===== src/rtl/cv32e40px_pkg.sv =====
// Shared types and constants for the instruction fetch scheduler.
package cv32e40px_pkg;

  // Smallest credit limit that still lets one response stream while
  // the next request is issued.
  localparam int unsigned FETCH_MIN_DEPTH = 2;

  // Request-side states of the fetch scheduler.
  typedef enum logic [1:0] {
    IDLE        = 2'd0,
    BUSY        = 2'd1,
    BRANCH_WAIT = 2'd2
  } fetch_state_e;

  // Instruction memory is word addressed: clear the byte offset.
  function automatic logic [31:0] word_align(input logic [31:0] addr);
    return addr & 32'hFFFF_FFFC;
  endfunction

endpackage


===== src/rtl/cv32e40px_fetch_fifo.sv =====
// Small in-order response buffer between memory and the aligner.
// Synchronous flush empties it; count reports occupancy.
module cv32e40px_fetch_fifo #(
  parameter int unsigned DEPTH = 2,
  parameter int unsigned WIDTH = 32
) (
  input  logic                       clk,
  input  logic                       rst_n,
  input  logic                       flush,
  input  logic                       push,
  input  logic [WIDTH-1:0]           push_data,
  input  logic                       pop,
  output logic [WIDTH-1:0]           head,
  output logic                       empty,
  output logic [$clog2(DEPTH+1)-1:0] count
);
  localparam int unsigned PTR_W = $clog2(DEPTH);
  localparam int unsigned CNT_W = $clog2(DEPTH + 1);

  logic [WIDTH-1:0] mem_reg [DEPTH];
  logic [PTR_W-1:0] wr_ptr_reg, rd_ptr_reg;
  logic [CNT_W-1:0] count_reg;

  // Advance a pointer, wrapping at DEPTH (which need not be a power of two).
  function automatic logic [PTR_W-1:0] ptr_inc(input logic [PTR_W-1:0] ptr);
    return (ptr == PTR_W'(DEPTH - 1)) ? '0 : ptr + PTR_W'(1);
  endfunction

  // Storage has no reset; only the pointers define what is valid.
  always_ff @(posedge clk) begin
    if (push && !flush) mem_reg[wr_ptr_reg] <= push_data;
  end

  // Pointer and occupancy bookkeeping; flush wins over push/pop.
  always_ff @(posedge clk or negedge rst_n) begin
    if (!rst_n) begin
      wr_ptr_reg <= '0;
      rd_ptr_reg <= '0;
      count_reg  <= '0;
    end else if (flush) begin
      wr_ptr_reg <= '0;
      rd_ptr_reg <= '0;
      count_reg  <= '0;
    end else begin
      if (push) wr_ptr_reg <= ptr_inc(wr_ptr_reg);
      if (pop)  rd_ptr_reg <= ptr_inc(rd_ptr_reg);
      if (push && !pop)      count_reg <= count_reg + CNT_W'(1);
      else if (pop && !push) count_reg <= count_reg - CNT_W'(1);
    end
  end

  assign head  = mem_reg[rd_ptr_reg];
  assign empty = (count_reg == '0);
  assign count = count_reg;

endmodule


===== src/rtl/cv32e40px_fetch_scheduler.sv =====
// Instruction fetch scheduler: issues word requests under a credit limit,
// handles redirects (with flushing of stale responses) and buffers data
// for the aligner. Define CV32E40PX_FETCH_HWLP_EN to make hwlp_jump_i a
// redirect source; otherwise the hardware-loop ports are ignored.
module cv32e40px_fetch_scheduler
  import cv32e40px_pkg::*;
#(
  parameter int unsigned DEPTH = 2
) (
  input  logic        clk,
  input  logic        rst_n,
  input  logic        req_i,
  input  logic        branch_i,
  input  logic [31:0] branch_addr_i,
  input  logic        hwlp_jump_i,
  input  logic [31:0] hwlp_target_i,
  output logic        trans_valid_o,
  input  logic        trans_ready_i,
  output logic [31:0] trans_addr_o,
  input  logic        resp_valid_i,
  input  logic [31:0] resp_rdata_i,
  output logic        fetch_valid_o,
  input  logic        fetch_ready_i,
  output logic [31:0] fetch_rdata_o,
  output logic        busy_o
);
  localparam int unsigned CREDITS = (DEPTH < FETCH_MIN_DEPTH) ? FETCH_MIN_DEPTH : DEPTH;
  // A redirect may be accepted while all credits are in flight, hence +2.
  localparam int unsigned CNT_W   = $clog2(CREDITS + 2);
  localparam int unsigned FCNT_W  = $clog2(CREDITS + 1);

  fetch_state_e     state_reg, state_next;
  logic [31:0]      next_addr_reg, next_addr_next;
  logic [31:0]      wait_addr_reg, wait_addr_next;
  logic [CNT_W-1:0] outstanding_reg, outstanding_next;
  logic [CNT_W-1:0] flush_reg, flush_next;

  logic              redirect;
  logic [31:0]       redirect_addr;
  logic              credit_ok, accepted, resp_keep;
  logic              fifo_push, fifo_pop, fifo_empty;
  logic [31:0]       fifo_head;
  logic [FCNT_W-1:0] fifo_cnt;

`ifdef CV32E40PX_FETCH_HWLP_EN
  // branch_i outranks a simultaneous hardware-loop jump.
  assign redirect      = branch_i | hwlp_jump_i;
  assign redirect_addr = word_align(branch_i ? branch_addr_i : hwlp_target_i);
`else
  logic unused_hwlp;
  assign redirect      = branch_i;
  assign redirect_addr = word_align(branch_addr_i);
  assign unused_hwlp   = hwlp_jump_i ^ (^hwlp_target_i);
`endif

  assign credit_ok = (32'(outstanding_reg) + 32'(fifo_cnt)) < CREDITS;
  assign accepted  = trans_valid_o && trans_ready_i;

  // Request FSM: redirects issue immediately and are held in BRANCH_WAIT.
  always_comb begin
    state_next     = state_reg;
    next_addr_next = next_addr_reg;
    wait_addr_next = wait_addr_reg;
    trans_valid_o  = 1'b0;
    trans_addr_o   = next_addr_reg;
    if (redirect) begin
      trans_valid_o = 1'b1;
      trans_addr_o  = redirect_addr;
      if (trans_ready_i) begin
        state_next     = BUSY;
        next_addr_next = redirect_addr + 32'd4;
      end else begin
        state_next     = BRANCH_WAIT;
        wait_addr_next = redirect_addr;
      end
    end else begin
      unique case (state_reg)
        BRANCH_WAIT: begin
          trans_valid_o = 1'b1;
          trans_addr_o  = wait_addr_reg;
          if (trans_ready_i) begin
            state_next     = BUSY;
            next_addr_next = wait_addr_reg + 32'd4;
          end
        end
        IDLE, BUSY: begin
          trans_valid_o = req_i && credit_ok;
          if (trans_valid_o && trans_ready_i) begin
            state_next     = BUSY;
            next_addr_next = next_addr_reg + 32'd4;
          end else if (state_reg == BUSY && outstanding_reg == '0 && !req_i) begin
            state_next = IDLE;
          end
        end
        default: state_next = IDLE;
      endcase
    end
  end

  // In-flight and flush counters; a redirect flushes everything still owed
  // except a response that lands in the same cycle.
  always_comb begin
    outstanding_next = outstanding_reg;
    if (accepted && !resp_valid_i)      outstanding_next = outstanding_reg + CNT_W'(1);
    else if (!accepted && resp_valid_i) outstanding_next = outstanding_reg - CNT_W'(1);
    flush_next = flush_reg;
    if (redirect)
      flush_next = (resp_valid_i && outstanding_reg != '0) ? outstanding_reg - CNT_W'(1)
                                                           : outstanding_reg;
    else if (resp_valid_i && flush_reg != '0)
      flush_next = flush_reg - CNT_W'(1);
  end

  // State and counter registers.
  always_ff @(posedge clk or negedge rst_n) begin
    if (!rst_n) begin
      state_reg       <= IDLE;
      next_addr_reg   <= '0;
      wait_addr_reg   <= '0;
      outstanding_reg <= '0;
      flush_reg       <= '0;
    end else begin
      state_reg       <= state_next;
      next_addr_reg   <= next_addr_next;
      wait_addr_reg   <= wait_addr_next;
      outstanding_reg <= outstanding_next;
      flush_reg       <= flush_next;
    end
  end

  // Responses in a redirect cycle are stale by definition.
  assign resp_keep     = resp_valid_i && !redirect && (flush_reg == '0);
  assign fifo_push     = resp_keep && (!fifo_empty || !fetch_ready_i);
  assign fifo_pop      = !fifo_empty && fetch_ready_i && !redirect;
  assign fetch_valid_o = !redirect && (!fifo_empty || resp_keep);
  assign busy_o        = (outstanding_reg != '0);

  // Aligner data: buffered head first, else zero-latency pass-through.
  always_comb begin
    fetch_rdata_o = '0;
    if (!fifo_empty)    fetch_rdata_o = fifo_head;
    else if (resp_keep) fetch_rdata_o = resp_rdata_i;
  end

  cv32e40px_fetch_fifo #(
    .DEPTH (CREDITS),
    .WIDTH (32)
  ) u_fifo (
    .clk       (clk),
    .rst_n     (rst_n),
    .flush     (redirect),
    .push      (fifo_push),
    .push_data (resp_rdata_i),
    .pop       (fifo_pop),
    .head      (fifo_head),
    .empty     (fifo_empty),
    .count     (fifo_cnt)
  );

endmodule


===== config.mk =====
export PLATFORM = sky130hd
export DESIGN_NAME = cv32e40px_fetch_scheduler
export DESIGN_NICKNAME = d
export VERILOG_FILES = /design/src/rtl/cv32e40px_pkg.sv /design/src/rtl/cv32e40px_fetch_fifo.sv /design/src/rtl/cv32e40px_fetch_scheduler.sv
export SDC_FILE = /design/constraint.sdc
export NUM_CORES = 1
export LEC_CHECK = 0
export CAP_MARGIN = 5
export CORE_MARGIN = 3
export CORE_UTILIZATION = 45
export DETAILED_ROUTE_END_ITERATION = 8
export DONT_BUFFER_PORTS = 1
export SETUP_SLACK_MARGIN = 0.05
export SLEW_MARGIN = 20
export SYNTH_ARGS = -nofsm -noshare
export SYNTH_HDL_FRONTEND = slang
export SYNTH_SLANG_ARGS = --single-unit

===== constraint.sdc =====
create_clock -name clk -period 7.28 [get_ports clk]
set_input_delay 1.456 -clock clk [delete_from_list [all_inputs] [get_ports clk]]
set_output_delay 1.456 -clock clk [all_outputs]
set_load 0.01 [all_outputs]

# Word level (Yosys, flattened, before mapping)
# Memories as Yosys holds them, arrays and structs flattened.
# Index checks and enable logic that the tools add are counted.
word_totals:
  register_bits: 72
  ramBits: 64
  inputBits: 104
  output_inout_bits: 67
  word_cells: 106
  memories: 1
op_classes:
  add_sub_neg: 11
  n_lt_le_gt_ge: 1
  n_eq_ne: 7
  muxes: 33
  n_bitwise: 1
  n_reduce_logical: 44
mem_list:
  columns: ["name", "depth", "width", "rd", "rd_clocked_by_memory_dff", "write_ports", "line_no", "rtl"]
  rows:
  - ["u_fifo.mem_reg", 2, 32, 1, 0, 1, "cv32e40px_fetch_fifo.sv:20", "logic [WIDTH-1:0] mem_reg [DEPTH];"]
op_table:
  columns: ["cell", "count"]
  rows:
  - ["$mux W32", 8]
  - ["$add A32 B3 Y32 const B", 3]
  - ["$pmux W32 S2", 1]
  - ["$mux W2", 13]
  - ["$logic_and A1 B1 Y1", 18]
  - ["$reduce_bool A2 Y1", 6]
  - ["$mux W1", 9]
  - ["$logic_not A1 Y1", 8]
  - ["$logic_not A2 Y1", 4]
  - ["$ne A3 B3 Y1 const B", 2]
  - ["$reduce_bool A3 Y1", 2]
  - ["$sub A2 B1 Y2 const B", 3]
  - ["$add A2 B1 Y2 const B", 2]
  - ["$ne A4 B4 Y1 const B", 1]
  - ["$pmux W2 S2", 1]
  - ["$reduce_and A2 Y1", 2]
  - ["$reduce_and A4 Y1", 1]
  - ["$add A2 B2 Y3", 1]
  - ["$lt A3 B2 Y1 const B", 1]
  - ["$add A1 B1 Y1 const B", 2]
  - ["$eq A2 B1 Y1 const B", 1]
  - ["$eq A2 B2 Y1 const B", 1]
  - ["$logic_or A1 B1 Y1", 2]
  - ["$ne A2 B1 Y1 const B", 1]
  - ["4 further kinds", 4]

# Depth between registers and ports, before layout
depth:
  ltp_word: 10
  ltp_mapped: 12
  mapped_depth_nobuf: 9

# Hierarchy
# From an unflattened synthesis, not the netlist that was laid out.
unflattened:
  cells_unflattened: 704
  area_unflattened_um2: 7542.2
modules_own_cells:
  columns: ["mod", "n_inst", "cells_each", "area_each_um2", "seq_area_each_um2"]
  rows:
  - ["cv32e40px_fetch_scheduler", 1, 585, 5033.6, 1651.6]
  - ["cv32e40px_fetch_fifo", 1, 119, 2508.7, 2021.9]

# Worst setup path after synthesis
# Ideal clock, no wire load.
synth_path:
  kind: "input-to-reg"
  startpoint: "input port branch_i"
  endpoint: "memory u_fifo.mem_reg[0][0] (enable)"
  setup_time_ns: 0.594
  arrival_ns: 7.065
  required_time_ns: 6.686
  slack_ns: -0.380
  stages: 4
  n_path_buf: 3
  cell_sequence: "clkbuf_1 > clkbuf_1 > buf_1 > a2111oi_0"
synth_via:
  elab_chain_cells: 7
synth_lines:
  columns: ["item", "line_no", "rtl"]
  rows:
  - ["start: declaration", "cv32e40px_fetch_scheduler.sv:13", "input logic branch_i,"]
  - ["$logic_not A1 Y1 (*)", "cv32e40px_fetch_fifo.sv:31, cv32e40px_fetch_scheduler.sv:132", null]
  - ["$logic_and A1 B1 Y1 (2 in a row)", "cv32e40px_fetch_scheduler.sv:132", "assign resp_keep = resp_valid_i && !redirect && (flush_reg == '0);"]
  - ["$logic_and A1 B1 Y1", "cv32e40px_fetch_scheduler.sv:133", "assign fifo_push = resp_keep && (!fifo_empty || !fetch_ready_i);"]
  - ["$logic_and A1 B1 Y1 (*)", "cv32e40px_fetch_fifo.sv:31", "if (push && !flush) mem_reg[wr_ptr_reg] <= push_data;"]
  - ["$mux W1 (*)", "cv32e40px_fetch_fifo.sv:31", null]
  - ["$mux W1 (not written as such) (*)", "cv32e40px_fetch_fifo.sv:31", null]
  - ["end: declaration", "cv32e40px_fetch_fifo.sv:20", null]
# Every way passes the cells marked *; elsewhere a longest branch is shown, timed or not.

# Worst setup path after layout
layout_path:
  startpoint: "input port branch_i"
  endpoint: "output port trans_addr_o[24]"
layout_via:
  elab_chain_cells: 1
layout_lines:
  columns: ["item", "line_no", "rtl"]
  rows:
  - ["$mux W32", "cv32e40px_fetch_scheduler.sv:66", "if (redirect) begin"]
  - ["end: declaration", "cv32e40px_fetch_scheduler.sv:19", "output logic [31:0] trans_addr_o,"]
# Every way passes these cells.

==> results.toml <==
[global_route]
grt_pass1_wl_um = 27400
grt-ovfl-total = 0
grt_pass1_vias = 5319
grt.total_usage_pct = 19.3
grt_antenna_before_repair = 0
grt_max_degree = 71

[place]
portBuffers = 0
post_dp_cell_area_sq_mm = 0.00748
dp.cells = 893
hpwlAfterDp_um = 11300
preCtsSetupSlack_ns = 2.58
gp_congestion = 0.771

[power_and_ir_drop]
sw_frac_of_total_pct = 32.5
vdd_drop_max_uv = 160
cellPowerDensity_mw_per_mm2 = 287
p_leak_nw = 2.93
p_clk_share_pct = 35.1
p_comb_share_pct = 22.1
p_switching_uw = 751
seqPwrFrac_pct = 42.8
intPower_mw = 1.56

[logic_synthesis]
synthFlopType = "dfrtp_1"
yosysSeqAreaShare_pct = 50.0
synth_warnings = 0
syn_area_per_cell_sq_um = 10.3
syn_area_sq_mm = 0.00734
async_flop_share_pct = 52.2
ys_types = 59
synthTopCellsByArea = "edfxtp_1 26%, dfrtp_1 24%, mux2i_1 8.2%"
ys_seq_elements = 134
yosys.area.top_type = "edfxtp_1"
postSynthCellCount = 711
yosysTopAreaCellShare_pct = 26.2
synth_edf_count = 64

[critical_path]
cp.arrival_ns = 3.13
end_kind = "primary output"
critPathMaxFanout = 53
start_kind = "primary input"
cp.required_ns = 5.82
crit_type = "primary input to primary output"

[cts]
h-tree-depth = 4
clk_path_buf_depth = 2
clock_latency_ns = 0.42
clkTransAtPathRegs_ns = 0.06
root_buffer = "clkbuf_16"
cts_setup_buffers = 0
numCtsBuffers = 17
clkSinkCount = 134
postCtsHoldBufs = 0
cts_resized = 0
cts_tree = "done"

[worst_hold_path]
min_path_type = "flip-flop to flip-flop"

[floorplan]
initial_core_util_pct = 46.0
rows = 46
die_area_sq_mm = 0.0179
ios = 171
die_h_um = 134
core_sq_mm = 0.0159
die_w_um = 134

[finish]
fillers = 1449
fin_nets = 805
num_antenna_cells = 0
final_common_cell = "nand2_1"
final_cell_mix = "122 x nand2_1, 69 x dfrtp_1, 64 x edfxtp_1"
areaGrowthSynthToFinish_pct = 9.46
stdcell_count = 925
fin_area_sq_mm = 0.00804
drive_gt1_share_pct = 14.8
largest_reg_flops = 64

[timing]
finalClockSkew_ns = 0.00792
tns_ns = 0
fmax_mhz = 218
finalCriticalPeriod_ns = 4.58
min_period_over_period_pct = 63.0
slew_violations = 0
grt_setup_unrepaired = "no"
worstMarginPinSlew_ns = 1.08
setup_violations = 0
holdWs_ns = 0.512
max_slew_margin_pct = 28.3
hold_viol_final = 0
fin_ws_ns = 2.70

[run_status]
status = "finished clean"

[job]
maxCapViolations = 0

[detailed_routing]
ant_nets = 0
drtIter0Drc = 295
drt-wirelength-per-cell_um = 18.5
vias = 5267
via_per_inst = 5.69
firstDrtPassIters = 4
routed_wl_um = 17100
drc = 0
power groups by stage:
stage          sequential [mW]  clock, mW  combinational (mW)
6_report                 0.989      0.810               0.511
5_1_grt                   1.00      0.870               0.574
4_1_cts                  0.988      0.836               0.517
3_5_place_dp              1.00          0               0.514
3_3_place_gp             0.996          0               0.497
2_1_floorplan            0.970          0               0.435
path summary, 6_finish.rpt:
path	start	end	slack (ns)	cells past startpoint
worst min register to register	next_addr_reg[18]	next_addr_reg[18]	0.51	2
min in group asynchronous	rst_n	wait_addr_reg[13]	0.73	0
worst min-delay path	next_addr_reg[18]	next_addr_reg[18]	0.51	2
worst max-delay path	branch_i	trans_addr_o[24]	2.70	4
max in group asynchronous	rst_n	u_fifo.rd_ptr_reg	6.40	0
worst max register to register	state_reg[1]	next_addr_reg[31]	3.24	7
cells in the mapped netlist (all sizes together), types with 2 or more instances:
cell     number
xnor2        12
a211oi        2
nor2b        10
a21oi        18
and2          3
nand2b        5
and3          4
edfxtp       64
mux2         48
nor4          4
a31oi        40
nand4         9
mux2i        60
nor4b         2
o211ai        4
xor2          6
a2111oi       3
o31ai         9
or3           2
nor3          6
nand3        13
buf          13
ha            4
nor2         55
nand2       123
dfrtp        70
clkbuf       32
o21ai        51
or4          12
inv          11
cells by family after synthesis:
kind of cell               after synthesis  synth area share [%]
muxes                                  108                  15.6
DFF                                    134                  50.0
adders and majority gates                5                 0.955
buffers and inverters                   56                  3.82
AOI/OAI and AO/OA                      135                  11.0
and+or+nand+nor                        254                  16.4
other                                    1                0.0511
xor gates and xnor gates                18                  2.15
per-layer routing:
| layer | track usage [%] | part of all wire (%) | vias to the layer above |
|---|---|---|---|
| met3 | 6.27 | 7.0 | 21 |
| met1 | 23.5 | 42 | 2548 |
| met4 | 8.00 | 1.8 | 0 |
| met2 | 31.8 | 49 | 139 |
| li1 | - | - | 2559 |
| met5 | 0 | 0 | - |
layout make-up:
class,instances,area [sq um],share of cell area [%]
Clock inverter,15,134,1.67
Tap cell,216,270,3.36
Multi-Input combinational cell,522,3410,42.5
Sequential cell,134,3670,45.7
Clock buffer,17,425,5.29
Timing Repair Buffer,10,75.1,0.934
Inverter,11,41.3,0.514
through the flow:
step	utilization [%]	power [mW]
after detailed placement	46.9	1.52
final	50.4	2.31
after global routing	50.4	2.45
after CTS	50.4	2.34
after floorplan	-	1.41
after global placement	46.9	1.49
critical path, cell delays in order:
cell and delay (ns):
inv_2 0.69, buf_4 0.46, nor2_1 0.09, a31oi_1 0.41
No activity file was read; power rests on OpenSTA's default activity.
